===== src/rtl/sram_line_packer.sv =====
// Packs four host words into one SRAM line and writes lines to consecutive addresses.
// Latency: wr_req rises 1 cycle after the 4th accepted word; in_ready returns 1 cycle after wr_ack.
// Backpressure: in_ready is low while a line waits for wr_ack; wr_addr/wr_data hold until acked.
module sram_line_packer #(
    parameter int               ADDRW     = 19,
    parameter int               DATAW     = 32,
    parameter logic [ADDRW-1:0] BASE_ADDR = '0,
    parameter logic [ADDRW-1:0] END_ADDR  = 19'h7FFFF
) (
    input  logic               CLK,
    input  logic               RSTn,
    input  logic               start,
    input  logic               abort,
    input  logic               in_valid,
    input  logic [DATAW-1:0]   in_data,
    output logic               in_ready,
    output logic               wr_req,
    input  logic               wr_ack,
    output logic [ADDRW-1:0]   wr_addr,
    output logic [4*DATAW-1:0] wr_data,
    output logic               busy,
    output logic               done
);

    typedef enum logic [1:0] {IDLE, FILL, WRITE, DONE} state_t;

    state_t                  state_q, state_d;
    logic [1:0]              lane_cnt_q, lane_cnt_d;
    logic [ADDRW-1:0]        addr_q, addr_d;
    logic [3:0][DATAW-1:0]   lanes_q, lanes_d;

    always_ff @(posedge CLK or negedge RSTn) begin
        if (!RSTn) begin
            state_q    <= IDLE;
            lane_cnt_q <= '0;
            addr_q     <= BASE_ADDR;
            lanes_q    <= '0;
        end else begin
            state_q    <= state_d;
            lane_cnt_q <= lane_cnt_d;
            addr_q     <= addr_d;
            lanes_q    <= lanes_d;
        end
    end

    always_comb begin
        state_d    = state_q;
        lane_cnt_d = lane_cnt_q;
        addr_d     = addr_q;
        lanes_d    = lanes_q;
        case (state_q)
            IDLE, DONE: begin
                // start beats abort; lanes are cleared so a previous partial line never leaks out
                if (start) begin
                    state_d    = FILL;
                    lane_cnt_d = '0;
                    addr_d     = BASE_ADDR;
                    lanes_d    = '0;
                end else if (abort && state_q == DONE) begin
                    state_d = IDLE;
                end
            end
            FILL: begin
                if (abort) begin
                    state_d    = IDLE;
                    lane_cnt_d = '0;
                end else if (in_valid) begin
                    lanes_d[lane_cnt_q] = in_data;
                    lane_cnt_d          = lane_cnt_q + 2'd1;
                    if (lane_cnt_q == 2'd3) begin
                        state_d = WRITE;
                    end
                end
            end
            WRITE: begin
                // >= rather than == so a BASE_ADDR above END_ADDR finishes instead of wrapping
                if (abort) begin
                    state_d = IDLE;
                end else if (wr_ack) begin
                    if (addr_q >= END_ADDR) begin
                        state_d = DONE;
                    end else begin
                        addr_d  = addr_q + ADDRW'(1);
                        state_d = FILL;
                    end
                end
            end
            default: state_d = IDLE;
        endcase
    end

    assign in_ready = (state_q == FILL);
    assign wr_req   = (state_q == WRITE);
    assign busy     = (state_q == FILL) || (state_q == WRITE);
    assign done     = (state_q == DONE);
    assign wr_addr  = addr_q;
    assign wr_data  = lanes_q;

endmodule


===== config.mk =====
export PLATFORM = sky130hd
export DESIGN_NAME = sram_line_packer
export DESIGN_NICKNAME = d
export VERILOG_FILES = /design/src/rtl/sram_line_packer.sv
export SDC_FILE = /design/constraint.sdc
export NUM_CORES = 1
export LEC_CHECK = 0
export ABC_AREA = 1
export BUFFER_PORTS_ARGS = -buffer_cell sky130_fd_sc_hd__buf_2
export CORE_ASPECT_RATIO = 0.7
export CORE_UTILIZATION = 45
export CTS_CLUSTER_SIZE = 10
export DETAILED_ROUTE_END_ITERATION = 7
export PLACE_DENSITY = 0.79
export SKIP_LAST_GASP = 1
export SLEW_MARGIN = 40
export SYNTH_ARGS = -nofsm -noshare
export SYNTH_HDL_FRONTEND = slang
export SYNTH_SLANG_ARGS = --single-unit
export TNS_END_PERCENT = 50

===== constraint.sdc =====
create_clock -name CLK -period 2.1 [get_ports CLK]
set_input_delay 0.21 -clock CLK [delete_from_list [all_inputs] [get_ports CLK]]
set_output_delay 0.21 -clock CLK [all_outputs]
set_load 0.02 [all_outputs]

=== Word-level counts from Yosys, hierarchy flattened ===
Index checks and enable logic that the tools add are counted.

* Register bits: 151
* Bits in latches: 0
* Bits in writable memories: 0
* Memory bits (read-only): 0
* Memories: 0

* $add $sub $neg: 2
* $mul: 0
* Div/mod/pow operators: 0
* Order comparisons: 3
* Equal/unequal tests: 14
* Shift-type cells: 0
* Muxes and demuxes: 25
* Bitwise operators: 0
* Reductions and logical operators: 11

{| class="wikitable"
|+ Operator list
! kind !! number
|-
| 2-to-1 mux 128 bit || 3
|-
| case mux 128 bit (2 select lines) || 1
|-
| bitwise mux 128 bit || 1
|-
| 2-to-1 mux 19 bit || 4
|-
| demux 32 bit (select 2 bit) || 1
|-
| case mux 19 bit (2 select lines) || 1
|-
| 2-to-1 mux 32 bit || 1
|-
| 2-to-1 mux 2 bit || 11
|-
| adder 19 x 1 -> 19 bit (second input constant) || 1
|-
| >= comparator 19 bit (second input constant) || 1
|-
| != test 2 bit (second input constant) || 5
|-
| AND reduction 4 bit || 2
|-
| equality test 2 bit (second input constant) || 3
|-
| != test 3 x 2 -> 1 bit (second input constant) || 2
|-
| != test 3 bit (second input constant) || 2
|-
| case mux 2 bit (3 select lines) || 1
|-
| AND reduction 5 bit || 1
|-
| case mux 2 bit (2 select lines) || 1
|-
| nonzero test 2 bit || 2
|-
| less-than comparator 2 x 3 -> 1 bit (second input constant) || 1
|-
| AND reduction 3 bit || 1
|-
| adder 2 x 1 -> 2 bit (second input constant) || 1
|-
| equality test 2 x 1 -> 1 bit (second input constant) || 1
|-
| >= comparator 2 x 1 -> 1 bit (second input constant) || 1
|-
| 5 further kinds || 6
|}

=== Logic depth before layout (Yosys ltp) ===
Gate-level depths: netlist of run 1.

* Depth in word-level cells: 8
* Gate-level depth with buffers: 12

=== Worst setup path after synthesis of run 1 ===
OpenSTA, ideal clock, no wires.

* Path kind: flip-flop to flip-flop
* From: register state_q[0]
* To: register lanes_q (netlist bit wr_data[100])
* Library setup time: 0.128 ns
* Data arrival time: 1.764 ns
* Required time: 1.972 ns
* Slack: 0.209 ns
* Cell stages (with the launch flop): 11
* Path buffers: 2
* Cell sequence: dfrtp_1 -> inv_1 -> ha_1 -> inv_1 -> nor2_2 -> a21oi_2 -> nand2_1 -> buf_4 -> clkbuf_1 -> o21ai_0 -> o21ai_1

* Longest elaborated chain between the ends: 4
* Elaborated cells on any way between the ends: 10

{| class="wikitable"
|+ RTL lines
! item !! RTL line !! RTL
|-
| start: declaration || 27 || <nowiki>state_t state_q, state_d;</nowiki>
|-
| start signal: assignment || 39 || <nowiki>state_q <= state_d;</nowiki>
|-
| equality test 2 bit / zero test 2 bit (equally long branches) || 51 || <nowiki>case (state_q)</nowiki>
|-
| OR reduction 2 bit || 51 ||
|-
| != test 2 bit (no line) / nonzero test 2 bit (equally long branches) || - ||
|-
| AND reduction 4 bit (no line) || - ||
|-
| end signal: assignment || 42 || <nowiki>lanes_q <= lanes_d;</nowiki>
|-
| end: declaration || 30 || <nowiki>logic [3:0][DATAW-1:0] lanes_q, lanes_d;</nowiki>
|}

Several ways; a longest one is shown, not always the timed one.
A chain may end at the register's enable or synchronous reset.

=== Worst setup path after layout of run 1 ===
* From: register state_q[0]
* To: register lanes_q (netlist bit wr_data[57])

The elaborated chain is that of the path after synthesis.

==> results of run 1 <==
==> metal layers <==
metal / vias to the layer above / wire [um] / GRT usage [%]
li1: 2802 / - / -
met1: 2880 / 8620 / 35.6
met2: 246 / 8610 / 40.2
met3: 18 / 1470 / 6.11
met4: 0 / 214 / 8.09
met5: - / 0 / 0
==> power groups by stage <==
stage / registers (W) / clock network [W] / logic, W
2_1_floorplan: 0.00420 / 0 / 0.00198
3_3_place_gp: 0.00368 / 0 / 0.00388
3_5_place_dp: 0.00369 / 0 / 0.00394
4_1_cts: 0.00365 / 0.00315 / 0.00395
5_1_grt: 0.00370 / 0.00329 / 0.00432
6_report: 0.00365 / 0.00310 / 0.00396
==> area by class of cell <==
cell class                      instances  area, um^2
Timing Repair Buffer                  212        1190
Fill cell                            1215        5640
Clock buffer                           18         439
Multi-Input combinational cell        467        2360
Sequential cell                       151        3780
Clock inverter                         14         166
Inverter                               64         240
Tap cell                              190         238
==> registers in the layout, indices dropped and copies added (netlist names) <==
signal,cells
wr_data,128
lane_cnt_q,2
wr_addr,19
state_q,2
==> metrics by stage <==
step	area, um^2	std cells
3_5_place_dp	7800	1083
3_3_place_gp	7800	1083
6_report	8420	1116
4_1_cts	8420	1116
5_1_grt	8420	1116
2_1_floorplan	6560	726
==> tightest hold or removal path: cells and delay by family <==
kind	cells	cell delay, ns
buffers and inverters	2	0.13
AO/OA/AOI/OAI	1	0.12
==> timing repair <==
action                                  in CTS  in global routing
hold endpoints to repair                    61                  0
hold buffers                                 1                  0
endpoints found under the setup margin       0                  9
gates resized for setup                      0                  5
setup buffers                                0                  0
==> placed cells by master, fill, tap and decap left out <==
cell type / count
buf_4: 18
nand3b_1: 2
nor2_1: 44
bufinv_16: 2
inv_2: 5
buf_2: 187
inv_6: 4
dlygate4sd3_1: 1
nor2_4: 1
dfrtp_1: 151
nand2_4: 4
inv_1: 59
nor2_2: 8
o21ai_0: 233
a211oi_1: 1
buf_12: 5
a21oi_2: 1
clkinv_2: 2
o21a_1: 1
inv_8: 1
xor2_1: 5
clkinv_8: 1
ha_1: 8
clkbuf_8: 1
o21bai_1: 2
nor3_1: 1
buf_6: 1
nand3_1: 29
a21oi_1: 3
clkinvlp_4: 1
clkinv_4: 3
nand3_2: 4
nand2_2: 4
nor2_8: 1
xnor2_1: 1
o21ai_1: 32
nand2_1: 82
clkbuf_16: 17
==> path summary, 6_finish.rpt <==
kind,cells after the start,from,endpoint
setup reg to reg,9,state_q[0],wr_data[57]
min in group asynchronous,2,RSTn,wr_data[26]
setup / recovery,9,state_q[0],wr_data[57]
hold reg to reg,2,wr_data[121],wr_data[121]
hold / removal,3,in_data[30],wr_data[126]
max in group asynchronous,3,RSTn,wr_data[116]
==> kinds of logic (layout without fill, tap and decap cells) <==
| family | count (synthesis) | in the layout |
|---|---|---|
| flops | 151 | 151 |
| fa+ha+maj | 8 | 8 |
| simple gates | 180 | 180 |
| xor+xnor | 6 | 6 |
| buf+inv | 108 | 308 |
| compound gates | 273 | 273 |
==> flow_metrics.tcl, run 1 <==
set metrics [dict create \
    cap_viol_max_count 0 \
    grt_overflow_total 0 \
    postLayoutCoreUtil_pct 59.9 \
    p_total_w 0.0107 \
    min_path_type "in2reg" \
    finalWorstSetupSlack_ns 0.117 \
    seqPwrFrac_pct 34.1 \
    layout.nets 959 \
    critical_path_class "reg2reg" \
    rsz0062_at_grt "true" \
    synth_cells 726 \
    drt-wirelength-per-cell_um 16.9 \
    vias 5946 \
    dieHeight_um 103 \
    synth.most_common_cell "o21ai_0" \
    max_freq_mhz 504 \
    synthMuxAreaShare_pct 0 \
    clock_path_buffers 2 \
    fin_crit_sh_pct 94.4 \
    layout-drive-gt1-share_pct 29.3 \
    synth-async-reset-ratio_pct 100 \
    leakage_nw 4.54 \
    yosysTopAreaCell "dfrtp_1" \
    clockPowerShare_pct 28.9 \
    synthTopCellsByArea "dfrtp_1 (58%), o21ai_0 (18%), nand2_1 (4.7%)" \
    initial_core_util_pct 46.7 \
    yosysWarningCount 0 \
    cts.sinks 151 \
    num_rows 36 \
    slowest_delay_ns 0.39 \
    grt_pass1_vias 5356 \
    crit_buf_inv 3 \
    syn_area_um2 6560 \
    reg2reg_slack_ns 0.12 \
    core_region_area_um2 14100 \
    endpoint_kind "flop" \
    hold_viol 0 \
    synth_compound_area_share_pct 21.0 \
    dp_slack_ns 0.120 \
    first_pass_iters 5 \
    ys_seq_area_share_pct 57.6 \
    grt_max_degree 91 \
    post_synth.cell_area_avg_um2 9.04 \
    cp.arrival_ns 2.26 \
    cts_buffers 17 \
    dieArea_um2 15100 \
    slowest_stage "dfrtp_1" \
    die_x_um 146 \
    synth_top_area_share_pct 57.6 \
    postRouteAntennaNets 0 \
    ir_worst_vdd_mv 1.12 \
    comb_power_share_pct 37.0 \
    clockRootBuffer "clkbuf_16" \
    setup_viol 0 \
    tightest_slew_ns 0.474 \
    areaGrowthSynthToFinish_pct 28.3 \
    clk_pin_slew_ns 0.06 \
    synth_edf_count 0 \
    p_sw_w 0.00450 \
    cts_tree "done" \
    htreeDepth 4 \
    setup.worst_path.start_class "flop" \
    status "finished clean" \
    synthTopCellsByCount "o21ai_0 (238), dfrtp_1 (151), nand2_1 (83)" \
    layout_min_cycle_time_ns 1.98 \
    synth_xor_xnor_area_share_pct 0.801 \
    fin_skew_ns 0.00947 \
    synth_top_family_by_area "compound AO/OA/AOI/OAI gates" \
    crit_family "compound AO/OA/AOI/OAI gates" \
    tns_ns 0 \
    swShare_pct 42.0 \
    final_max_slew_viol_count 0 \
    crit_chain "inv_1, ha_1, inv_1, nor2_2, a21oi_2, nand2_4, buf_4, o21ai_0, o21ai_0" \
    port_buffers 188 \
    finalHoldWorstSlack_ns 0.0919 \
    synth.distinct_cells 31 \
    n_antenna_cell 0 \
    route.detailed.drc 0 \
    grt_usage_pct 25.6 \
    path_max_fanout 38 \
    io_pins 189 \
    gp_congestion 0.877 \
    crit_required_ns 2.38 \
    viasPerCell 5.33 \
    power_density_nw_per_um2 1270 \
    maxSlewHeadroom_pct 68.4 \
    drt-initial-drc-count 469 \
    p_int_w 0.00621 \
    place_hpwl_um 12800 \
    routed_wl_um 18900 \
    clock_latency_ns 0.42 \
    synth_fa_ha_area_share_pct 1.53 \
    synth_ff_type "dfrtp_1" \
    synth-simple-area-share_pct 12.4 \
    antenna_found_initial 0 \
    ys_ff_latch 151 \
    synth_nets 772 \
    grt_pass1_wl_um 29500 \
]
Note: power is estimated with default switching activity, not from simulation.
==> run 2, diff against run 1 <==
--- a/config.mk
+++ b/config.mk
@@ -7,11 +7,14 @@
 export LEC_CHECK = 0
 export ABC_AREA = 1
 export BUFFER_PORTS_ARGS = -buffer_cell sky130_fd_sc_hd__buf_2
+export CAP_MARGIN = 20
+export CELL_PAD_IN_SITES_DETAIL_PLACEMENT = 0
+export CELL_PAD_IN_SITES_GLOBAL_PLACEMENT = 1
 export CORE_ASPECT_RATIO = 0.7
-export CORE_UTILIZATION = 45
+export CORE_UTILIZATION = 38
 export CTS_CLUSTER_SIZE = 10
 export DETAILED_ROUTE_END_ITERATION = 7
-export PLACE_DENSITY = 0.79
+export PLACE_DENSITY = 0.87
 export SKIP_LAST_GASP = 1
 export SLEW_MARGIN = 40
 export SYNTH_ARGS = -nofsm -noshare
==> run 2 against run 1 <==
Net effect: sequential cell count unchanged; via count is 1.5% lower; clock-buffer cell count shrank 1; maximum frequency about the same; critical endpoint is now wr_data[61]; non-clock buffer count shrank 2; combinational power increased by 3%; sequential power about the same; largest cell class unchanged; critical path depth fell by 1.
==> flow_metrics.tcl, run 2 (synthesized netlist as in run 1, its figures left out) <==
set metrics [dict create \
    vias 5854 \
    viasPerCell 5.09 \
    min_path_type "in2reg" \
    fin_skew_ns 0.0101 \
    setup_viol 0 \
    routed_wl_um 19700 \
    min-delay-start "in_data[29]" \
    tightest_slew_ns 0.443 \
    startpoint "state_q[1]" \
    hold_end "wr_data[125]" \
    comb_power_share_pct 37.5 \
    largest_reg_flops 128 \
    postRouteAntennaNets 0 \
    clockRootBuffer "clkbuf_16" \
    hold-path-cell-count 3 \
    final_max_slew_viol_count 0 \
    postLayoutCoreUtil_pct 51.1 \
    fin_crit_sh_pct 94.4 \
    layout-drive-gt1-share_pct 29.1 \
    grt_usage_pct 23.2 \
    core_region_area_um2 16600 \
    clock_path_buffers 2 \
    grt_pass1_vias 5482 \
    areaGrowthSynthToFinish_pct 29.2 \
    finalWorstSetupSlack_ns 0.118 \
    htreeDepth 4 \
    num_rows 39 \
    die_x_um 159 \
    grt_pass1_wl_um 32100 \
    max_freq_mhz 504 \
    leakage_nw 4.54 \
    drt-initial-drc-count 564 \
    maxSlewHeadroom_pct 70.5 \
    clock_latency_ns 0.42 \
    reg2reg_slack_ns 0.12 \
    hold_viol 0 \
    cts_tree "done" \
    cts.sinks 151 \
    first_pass_iters 7 \
    power_density_nw_per_um2 1290 \
    critical_path_class "reg2reg" \
    layout.nets 957 \
    clockPowerShare_pct 29.0 \
    n_antenna_cell 0 \
    endpoint_kind "flop" \
    cp.arrival_ns 2.26 \
    r2r-start "state_q[1]" \
    gp_congestion 0.854 \
    r2r_cells 8 \
    p_sw_w 0.00464 \
    io_pins 189 \
    port_buffers 188 \
    timing.rr.end "wr_data[61]" \
    grt_max_degree 91 \
    seqPwrFrac_pct 33.5 \
    swShare_pct 42.6 \
    status "finished clean" \
    clk_pin_slew_ns 0.07 \
    crit_required_ns 2.38 \
    dieArea_um2 17800 \
    initial_core_util_pct 39.5 \
    rsz0062_at_grt "true" \
    layout_min_cycle_time_ns 1.98 \
    final_common_cell "o21ai_0" \
    p_total_w 0.0109 \
    p_int_w 0.00625 \
    final_cell_mix "o21ai_0 (237), buf_2 (187), dfrtp_1 (151)" \
    dieHeight_um 112 \
    ir_worst_vdd_mv 0.617 \
    drt-wirelength-per-cell_um 17.1 \
    cts_buffers 17 \
    setup.worst_path.start_class "flop" \
    grt_overflow_total 0 \
    antenna_found_initial 0 \
    fillCellCount 1598 \
    place_hpwl_um 13300 \
    dp_slack_ns 0.168 \
    path_max_fanout 38 \
    route.detailed.drc 0 \
    cap_viol_max_count 0 \
]
run 2: cell count changes in the layout (fill, tap and decap cells not counted), sizes merged:
cell,change
buf,-2
inv,+2
clkbuf,-1
clkinv,-1
run 2: area by class of cell:
type,count,area [um^2],area share (%)
multi-input combinational,467,2360,27.9
clock buffer,17,425,5.02
timing repair buffer,210,1200,14.2
sequential,151,3780,44.6
clock inverter,15,189,2.23
inverter,64,240,2.83
tap,225,282,3.32
run 2: layer usage:
metal / wire length (um) / GRT usage (%) / share of wire (%) / vias up
met5: 0 / 0 / 0 / -
met4: 180 / 6.54 / 0.91 / 0
met3: 1430 / 5.89 / 7.3 / 13
met2: 8640 / 32.8 / 44 / 230
met1: 9440 / 34.7 / 48 / 2811
li1: - / - / - / 2800
run 2: power groups by stage:
stage	sequential [W]	clock, W	combinational (W)
3_5_place_dp	0.00370	0	0.00407
4_1_cts	0.00365	0.00320	0.00407
5_1_grt	0.00370	0.00333	0.00447
6_report	0.00365	0.00316	0.00409
2_1_floorplan	0.00420	0	0.00198
3_3_place_gp	0.00369	0	0.00402
run 2: critical path: stages (launching register included):
cell and delay (ns):
dfrtp_1 0.41, ha_1 0.32, inv_1 0.15, nor2_2 0.07, a21oi_2 0.17, nand2_4 0.09
buf_4 0.25, o21ai_0 0.23, o21ai_0 0.14
run 2: worst max-delay path by stage:
stage	cells past startpoint	to	slack, ns
global route	8	wr_data[61]	-0.003
finish	8	wr_data[61]	0.12
global placement	9	wr_data[70]	0.25
CTS	8	wr_data[58]	0.08
detailed placement	9	wr_data[109]	0.17
floorplan	10	wr_data[100]	0.21
run 2: repair_timing:
action / CTS / global route
endpoints found under the hold margin: 41 / 0
gates resized for setup: 0 / 1
setup endpoints to repair: 0 / 2
buffers inserted: 0 / 0
hold buffers: 1 / 0
run 2: stage by stage:
stage	setup TNS, ns	cell area [um^2]	hold WS, ns	std cells
CTS	0	8480	0.0797	1149
global placement	0	7860	0.167	1116
floorplan	0	6560	-0.0856	726
finish	0	8480	0.0972	1149
global route	-0.00317	8480	0.104	1149
detailed placement	0	7860	0.168	1116
==> run 3, diff against run 2 <==
--- a/config.mk
+++ b/config.mk
@@ -11,10 +11,10 @@
 export CELL_PAD_IN_SITES_DETAIL_PLACEMENT = 0
 export CELL_PAD_IN_SITES_GLOBAL_PLACEMENT = 1
 export CORE_ASPECT_RATIO = 0.7
-export CORE_UTILIZATION = 38
+export CORE_UTILIZATION = 40
 export CTS_CLUSTER_SIZE = 10
 export DETAILED_ROUTE_END_ITERATION = 7
-export PLACE_DENSITY = 0.87
+export PLACE_DENSITY = 0.91
 export SKIP_LAST_GASP = 1
 export SLEW_MARGIN = 40
 export SYNTH_ARGS = -nofsm -noshare
==> constraint.sdc (replaced) <==
create_clock -name CLK -period 2.5 [get_ports CLK]
set_input_delay 0.25 -clock CLK [delete_from_list [all_inputs] [get_ports CLK]]
set_output_delay 0.25 -clock CLK [all_outputs]
set_load 0.02 [all_outputs]
==> run 3 against run 2 <==
Net effect: design area fell by 1.8%; non-clock buffer count fell by 2; critical path type unchanged; register-to-register slack improved by 0.30 ns.
==> flow_metrics.tcl, run 3 (synthesized netlist as in run 1, its figures left out) <==
set metrics [dict create \
    largest_reg_flops 128 \
    cp.arrival_ns 2.36 \
    reg2reg_slack_ns 0.42 \
    place_hpwl_um 12900 \
    dieArea_um2 16900 \
    drt-wirelength-per-cell_um 16.7 \
    gp_congestion 0.839 \
    r2r_cells 9 \
    tightest_slew_ns 0.586 \
    fillCellCount 1512 \
    endpoint_kind "flop" \
    timing.rr.end "wr_data[38]" \
    leakage_nw 4.46 \
    grt_max_degree 65 \
    crit_chain "inv_1, ha_1, inv_1, nor2_2, a21oi_2, nand2_4, buf_4, o21ai_0, o21ai_0" \
    antenna_found_initial 1 \
    layout_min_cycle_time_ns 2.08 \
    num_rows 38 \
    setup.worst_path.start_class "flop" \
    fin_skew_ns 0.0102 \
    viasPerCell 5.16 \
    core_region_area_um2 15700 \
    setup_viol 0 \
    min-delay-start "in_data[9]" \
    cts_buffers 17 \
    grt_usage_pct 23.1 \
    cts.sinks 151 \
    htreeDepth 4 \
    multi_input_area_um2 2360 \
    maxSlewHeadroom_pct 60.9 \
    final_max_slew_viol_count 0 \
    hold_end "wr_data[105]" \
    io_pins 189 \
    hold-path-cell-count 3 \
    first_pass_iters 5 \
    drt-initial-drc-count 464 \
    clockRootBuffer "clkbuf_16" \
    slowest_delay_ns 0.39 \
    startpoint "state_q[0]" \
    finalHoldWorstSlack_ns 0.129 \
    cap_viol_max_count 0 \
    r2r-start "state_q[0]" \
    critical_path_class "reg2reg" \
    cts_resized 0 \
    rsz0062_at_grt "false" \
    n_antenna_cell 0 \
    clk_pin_slew_ns 0.07 \
    layout.nets 955 \
    regArea_um2 3780 \
    crit_required_ns 2.79 \
    route.detailed.drc 0 \
    ir_worst_vdd_mv 0.872 \
    final_cell_mix "o21ai_0 (238), buf_2 (187), dfrtp_1 (151)" \
    status "finished clean" \
    min_path_type "in2reg" \
    hold_viol 0 \
    initial_core_util_pct 41.7 \
    dieHeight_um 109 \
    path_max_fanout 64 \
    vias 5889 \
    postRouteAntennaNets 0 \
    clock_latency_ns 0.42 \
    final_common_cell "o21ai_0" \
    fin_crit_sh_pct 83.1 \
    areaGrowthSynthToFinish_pct 26.9 \
    grt_overflow_total 0 \
    cts_tree "done" \
    layout-drive-gt1-share_pct 28.9 \
    tns_ns 0 \
    slowest_stage "dfrtp_1" \
    grt_pass1_vias 5326 \
    power_density_nw_per_um2 1050 \
    die_x_um 155 \
    clock_path_buffers 2 \
    grt_pass1_wl_um 29600 \
    routed_wl_um 19100 \
    port_buffers 188 \
    max_freq_mhz 481 \
]
-- run 3: power by group --
group	switching, W	internal (W)
logic	0.00247	0.000794
clock network	0.00110	0.00129
registers	0.000210	0.00284
total	0.00379	0.00493
-- run 3: metrics by stage --
step / power, W / cell area, um^2 / utilization [%] / setup slack [ns] / std cells
global route: 0.00921 / 8330 / 52.9 / 0.215 / 1142
CTS: 0.00879 / 8330 / 52.9 / 0.434 / 1142
global placement: 0.00634 / 7770 / 49.4 / 0.443 / 1109
floorplan: 0.00520 / 6560 / - / 0.609 / 726
detailed placement: 0.00639 / 7770 / 49.4 / 0.431 / 1109
finish: 0.00872 / 8330 / 52.9 / 0.422 / 1142
-- run 3: layout make-up --
cell class / count / share of cell area (%)
Inverter: 64 / 2.88
Sequential cell: 151 / 45.4
Tap cell: 220 / 3.30
Clock buffer: 18 / 5.15
Clock inverter: 14 / 1.43
Timing Repair Buffer: 208 / 13.5
Multi-Input combinational cell: 467 / 28.4
-- run 3: how the worst max path moves through the flow --
stage | to | cells past startpoint
after floorplan | wr_data[100] | 10
after global placement | wr_data[63] | 9
after detailed placement | wr_data[71] | 9
after CTS | wr_data[15] | 7
after global routing | wr_data[103] | 9
final | wr_data[38] | 9
-- run 3: metal layers --
| metal | share of wire (%) | up-vias | GRT usage (%) |
|---|---|---|---|
| met1 | 48 | 2831 | 34.0 |
| met2 | 43 | 224 | 33.6 |
| li1 | - | 2809 | - |
| met3 | 7.6 | 23 | 4.89 |
| met5 | 0.052 | - | 0 |
| met4 | 1.2 | 2 | 7.92 |
-- run 3: worst max-delay path: cells and delay by family, from the launching register on --
| kind | cells | cell delay, ns |
|---|---|---|
| and+or+nand+nor | 2 | 0.18 |
| buffers and inverters | 3 | 0.55 |
| adders and majority gates | 1 | 0.31 |
| DFF | 1 | 0.39 |
| AOI/OAI and AO/OA | 3 | 0.50 |
-- run 3: repair_timing --
| item | 4_1_cts | 5_1_grt |
|---|---|---|
| buffers inserted | 0 | 0 |
| hold buffers | 1 | 0 |
| hold endpoints to repair | 56 | 0 |
